### src/rtl/piso_serializer.sv
// piso_serializer: parallel-in, serial-out shift register with a load
// handshake. Words are emitted MSB first, one bit per enabled clock, and
// back-to-back frames run without bubble cycles.
// Optional feature macro: PISO_PARITY_EN appends an even-parity bit to
// every frame, so each frame is width+1 bits long.
module piso_serializer #(
  parameter int width = 8
) (
  input  logic             clk,
  input  logic             rst,
  input  logic             load_valid,
  output logic             load_ready,
  input  logic [width-1:0] din,
  input  logic             en,
  output logic             q,
  output logic             q_valid,
  output logic             last,
  output logic             done
);

  localparam int CW = $clog2(width + 1);

`ifdef PISO_PARITY_EN
  typedef enum logic [1:0] {IDLE = 2'd0, SHIFT = 2'd1, PARITY = 2'd2} state_t;
`else
  typedef enum logic [1:0] {IDLE = 2'd0, SHIFT = 2'd1} state_t;
`endif

  state_t           state_reg;
  logic [width-1:0] shreg_reg;
  logic [width-1:0] shift_next;
  logic [CW-1:0]    cnt_reg;
  logic             done_reg;
  logic             final_bit;
  logic             accept;
`ifdef PISO_PARITY_EN
  logic             par_reg;
`endif

  // Left-shift path: each bit takes its lower neighbour, a zero enters at bit 0.
  assign shift_next[0] = 1'b0;
  generate
    for (genvar gi = 1; gi < width; gi++) begin : g_shift
      assign shift_next[gi] = shreg_reg[gi-1];
    end
  endgenerate

  // Serial-side outputs; everything is forced low while reset is asserted.
  always_comb begin
    q_valid   = rst && (state_reg != IDLE) && en;
    q         = 1'b0;
    final_bit = 1'b0;
    if (rst) begin
      case (state_reg)
        SHIFT: q = shreg_reg[width-1];
`ifdef PISO_PARITY_EN
        PARITY: q = par_reg;
`endif
        default: q = 1'b0;
      endcase
    end
`ifdef PISO_PARITY_EN
    // The parity bit closes the frame, so the last data bit is not final.
    final_bit = q_valid && (state_reg == PARITY);
`else
    final_bit = q_valid && (state_reg == SHIFT) && (cnt_reg == CW'(1));
`endif
  end

  assign last       = final_bit;
  // A new word may be taken while idle or on the closing bit of a frame.
  assign load_ready = rst && ((state_reg == IDLE) || final_bit);
  assign accept     = load_valid && load_ready;
  assign done       = rst && done_reg;

  // Frame sequencing: load, shift per enabled cycle, optional parity, reload.
  always_ff @(posedge clk) begin
    if (!rst) begin
      state_reg <= IDLE;
      shreg_reg <= '0;
      cnt_reg   <= '0;
      done_reg  <= 1'b0;
`ifdef PISO_PARITY_EN
      par_reg   <= 1'b0;
`endif
    end else begin
      done_reg <= final_bit;
      if (accept) begin
        // Loading overrides the shift/return path on the closing bit.
        state_reg <= SHIFT;
        shreg_reg <= din;
        cnt_reg   <= CW'(width);
`ifdef PISO_PARITY_EN
        par_reg   <= ^din;
`endif
      end else begin
        case (state_reg)
          SHIFT: begin
            if (en) begin
              shreg_reg <= shift_next;
              cnt_reg   <= cnt_reg - CW'(1);
              if (cnt_reg == CW'(1)) begin
`ifdef PISO_PARITY_EN
                state_reg <= PARITY;
`else
                state_reg <= IDLE;
`endif
              end
            end
          end
`ifdef PISO_PARITY_EN
          PARITY: begin
            if (en) begin
              state_reg <= IDLE;
            end
          end
`endif
          default: state_reg <= IDLE;
        endcase
      end
    end
  end

endmodule

### config.mk
export PLATFORM = sky130hd
export DESIGN_NAME = piso_serializer
export DESIGN_NICKNAME = d
export VERILOG_FILES = /design/src/rtl/piso_serializer.sv
export SDC_FILE = /design/constraint.sdc
export NUM_CORES = 1
export LEC_CHECK = 0
export ABC_AREA = 1
export CORE_ASPECT_RATIO = 1.2
export CORE_MARGIN = 8
export CORE_UTILIZATION = 48
export CTS_CLUSTER_SIZE = 14
export DETAILED_ROUTE_END_ITERATION = 8
export MAX_ROUTING_LAYER = met4
export PLACE_DENSITY = 0.77
export SYNTH_ARGS = -nofsm -noshare
export SYNTH_HDL_FRONTEND = slang
export SYNTH_SLANG_ARGS = --single-unit
### constraint.sdc
create_clock -name clk -period 1.5 [get_ports clk]
set_input_delay 0.15 -clock clk [delete_from_list [all_inputs] [get_ports clk]]
set_output_delay 0.15 -clock clk [all_outputs]
set_load 0.03 [all_outputs]
* Yosys cells after proc, flatten, opt, wreduce, memory -nomap -nowiden *
Index checks and enable logic that the tools add are counted.

storage, ports and cells
  register bits = 14
  bits in latches = 0
  memory bits (writable) = 0
  bits in read-only memories = 0
  input port bits = 12
  logic and storage cells = 37
  memories kept = 0

operators by class
  add/sub/neg operators = 1
  $mul = 0
  div/mod/pow operators = 0
  order comparisons = 0
  equal/unequal tests = 3
  shifts and indexed selects = 0
  multiplexer cells = 12
  bitwise operators = 1
  reduce and logical (&&, ||, !) cells = 15

operator list
  kind                                                   count
  2-to-1 mux 8 bit                                       3
  2-to-1 mux 4 bit                                       3
  logical AND 1 bit                                      7
  2-to-1 mux 1 bit                                       6
  AND reduction 2 bit                                    3
  == test 4 x 1 -> 1 bit, second input constant          1
  nonzero test 2 bit                                     2
  subtractor 4 x 1 -> 4 bit, second input constant       1
  inequality test 3 x 2 -> 1 bit, second input constant  1
  inequality test 3 bit, second input constant           1
  logical NOT 2 bit                                      1
  OR reduction 2 bit                                     1
  logical OR 1 bit                                       1
  NOT 1 bit                                              1

* Longest topological paths before layout *
  depth after elaboration = 9
  gate-level depth with buffers = 9
  depth with buffers taken out = 8

* Worst setup path before layout *
No wires, ideal clock.

  path type = reg2reg
  start point = reg cnt_reg[0]
  end point = reg shreg_reg[7]
  arrival = 1.461 ns
  required time = 1.387 ns
  slack = -0.074 ns
  stages on the path, launching flop included = 7
  cells stage by stage = dfxtp_1 ha_1 nand3_2 a21oi_1 nand3b_1 nand3_1 nand2_1

on the way
  longest elaborated chain between the ends = 7

ends and longest elaborated chain
  element                               RTL line  RTL
  start: declaration                    32        logic [CW-1:0] cnt_reg;
  start signal: assignment              92        cnt_reg <= CW'(width);
  start signal: assignment              101       cnt_reg <= cnt_reg - CW'(1);
  == test 4 x 1 -> 1 bit (*)            66        final_bit = q_valid && (state_reg == SHIFT) && (cnt_reg == CW'(1));
  logical AND 1 bit (*)                 66
  logical OR 1 bit (*)                  72        assign load_ready = rst && ((state_reg == IDLE) || final_bit);
  logical AND 1 bit (*)                 72
  via load_ready                        12        output logic load_ready,
  logical AND 1 bit (*)                 73        assign accept = load_valid && load_ready;
  nonzero test 2 bit (no source line)   n/a
  AND reduction 2 bit (no source line)  n/a
  end signal: assignment                91        shreg_reg <= din;
  end signal: assignment                100       shreg_reg <= shift_next;
  end: declaration                      30        logic [width-1:0] shreg_reg;

Mark *: on every way through the listed nets, which the timed path passes. The rest lies on a longest branch.
A chain may end at the register's enable or synchronous reset.

* Worst setup path after layout *
  start point = reg cnt_reg[1]
  end point = out load_ready

on the way
  longest elaborated chain between the ends = 4

ends and longest elaborated chain
  element                 RTL line
  == test 4 x 1 -> 1 bit  66
  logical AND 1 bit       66
  logical OR 1 bit        72
  logical AND 1 bit       72
  end: declaration        12

No other way between the ends.

==> qor.txt <==
Outcome: finished clean
Initial antenna violation count: 0
IO Pins: 17
HPWL Detailed: 1380 um
Dpl cells: 144
Grt ovf: 0
Distinct cells, synth: 20
Pleak: 0.4579 nW
Clock sink count: 14
Worst VDD drop: 0.0006407 V
Worst-path maximum fanout: 3
Final hold slack: 0.3537 ns
Cell count after synthesis: 110
H-tree depth: 1
Initial DRC count: 18
Post-DRT Antenna Nets: 0
DIE AREA: 3124 sq um
Worst EP arrival: 1.28 ns
PortBufs: 16
Row count: 15
Synthesis-stage register bit count: 14
Mapped Nets: 124
Clk buf depth: 2
CTS Buf Count: 3
Layout cell share with drive strength beyond 1: 22.14%
Die Wd: 52.37 um
Worst path cell trace: inv_2 > ha_4 > nand3_4 > a21oi_4 > buf_6
Area delta synth->final: 34.48%
Final min period: 1.432 ns
First-pass GRT wire length: 3263 um
Ys Warns: 0
Fmax achieved: 0.6983 GHz
Endpoints failing setup: 0
CP endpoint: load_ready
Depth of the most critical reg-to-reg path: 8
CP Class: reg -> out
Root Buffer: clkbuf_4
WP data required: 1.35 ns
Crit-path max cell delay: 0.34 ns
Ant diodes: 0
Slew Viols, Final: 0
Placer Congestion: 0.9179
Die H: 59.65 um
Total core area: 1464 sq um
DR DRC count: 0
Non-filler cells, final: 148
Tcrit/Tclk final: 95.47%
Leading cell type in the layout, fill and taps excluded: nand2_1
Vias per cell: 5.122
Mean Syn Cell Area: 6.927 sq um
Setup_tns: 0 ns
Post-synthesis sequential area ratio: 36.78%
Synthesized cell area: 762.0 sq um
Crit-path slowest cell: dfxtp_2
Maxcap violations: 0
Worst relative slew slack: 69.02%
Drt pass-1 iters: 6
Setup bufs post-CTS: 0
Hold Path Class: in -> reg
Pin count of the biggest net entering global routing: 12
Worst-margin pin slew: 0.4647 ns
Most frequent cells in the layout: 29 x nand2_1, 12 x inv_1, 11 x a21oi_1, 11 x dfxtp_1
Footprint of the multi-input gates: 436.7 sq um
Via count: 758
Number of flip-flops in the largest register: 8
Power density over the cells: 840.2 nW/um^2
R2R Path End: shreg_reg[4]$_SDFFE_PN0P_
Crit. Startpoint: cnt_reg[1]$_SDFFE_PP0P_
RSZ-0062 raised after global routing: false
Clock-pin slew on the worst setup and hold paths: 0.09 ns
Startpoint types: register
R2r startpoint: cnt_reg[1]$_SDFFE_PP0P_
CTS tree: yes
Clock skew: 0.002431 ns
GRT Util Overall: 13.66%
Clock Latency Late Sink: 0.28 ns
Final wirelength: 1959 um
Critical Path Sink Type: output pin
Number of global-route vias before repair: 758
DR WL/cell: 13.24 um
Sequential cell area: 284.0 sq um
Hold Vio Cnt, Final: 0
Filler cells: 129
R2r setup slk: 0.21 ns
Final nets: 146
Initial core utilization: 52.05%
[through the flow]
step	util, %	power [W]	setup WS [ns]	area, sq um
finish	70.00	0.0008609	0.06791	1025
global route	70.00	0.0009041	0.003493	1025
CTS	67.69	0.0008541	0.01347	991.0
detailed placement	64.36	0.0005808	-0.04037	942.2
global placement	64.36	0.0005776	-0.01286	942.2
floorplan	-	0.0005163	0.07794	765.7
[worst max-delay path, delay by kind of cell, from the launching register on]
kind	cells	cell delay (ns)
flip-flops	1	0.34
AO/OA/AOI/OAI	1	0.21
buffers and inverters	2	0.22
adder cells (fa/ha/maj)	1	0.14
AND/OR/NAND/NOR	1	0.09
[cell usage after synthesis, drive strengths merged]
master,n,area [sq um]
inv,14,52.55
or2,2,12.52
xor2,1,8.760
a31oi,2,12.51
nand2,31,121.4
nand4,7,43.79
dfxtp,14,280.3
clkbuf,2,7.510
a21oi,12,60.06
nor3,3,15.01
nand3b,1,7.510
nand3,4,30.03
o21ai,7,35.03
buf,2,22.52
ha,2,25.02
nor2,6,27.52
[cell type report]
cell class | count | share of cell area, %
Clock buffer | 4 | 3.541
Tap cell | 17 | 2.076
Inverter | 14 | 5.128
Sequential cell | 14 | 27.72
Multi-Input combinational cell | 78 | 42.61
Timing Repair Buffer | 21 | 18.93
[how the worst min path moves through the flow]
stage	startpoint	endpoint	slack, ns	depth (start not counted)
2_1_floorplan	din[0]	shreg_reg[0]$_SDFFE_PN0P_	0.31	2
3_3_place_gp	shreg_reg[5]$_SDFFE_PN0P_	shreg_reg[5]$_SDFFE_PN0P_	0.46	2
3_5_place_dp	shreg_reg[4]$_SDFFE_PN0P_	shreg_reg[4]$_SDFFE_PN0P_	0.47	2
4_1_cts	din[0]	shreg_reg[0]$_SDFFE_PN0P_	0.47	3
5_1_grt	en	done_reg$_SDFF_PN0_	0.37	3
6_report	en	done_reg$_SDFF_PN0_	0.35	3
[report_power, final]
part           internal [W]  leakage [nW]  total (W)  switching [W]
clock network      0.000148        0.0210   0.000275       0.000127
logic             0.0000770         0.321   0.000173      0.0000959
registers          0.000396         0.116   0.000413      0.0000177
total              0.000620         0.458   0.000861       0.000241
[routing by layer]
layer	global-route usage, %	wire [um]	share of wire [%]	vias to the layer above
li1	-	-	-	401
met1	15.04	828	42	339
met2	21.90	1004	51	14
met3	4.523	96	4.9	4
met4	5.556	29	1.5	0
met5	-	0	0	-
[cell families (layout without fill, tap and decap cells)]
kind of cell | count (synthesis) | in the layout | share of synthesized area [%]
simple gates | 54 | 54 | 33.82
buf+inv | 18 | 39 | 10.84
compound gates | 21 | 21 | 14.12
flops | 14 | 14 | 36.78
fa+ha+maj | 2 | 2 | 3.284
xor+xnor | 1 | 1 | 1.150
[what timing repair did]
item | CTS | global route
resized for setup | 3 | 10
endpoints found under the setup margin | 1 | 13
hold buffers | 0 | 0
pin swaps | 0 | 1
No activity file was read; power rests on OpenSTA's default activity.
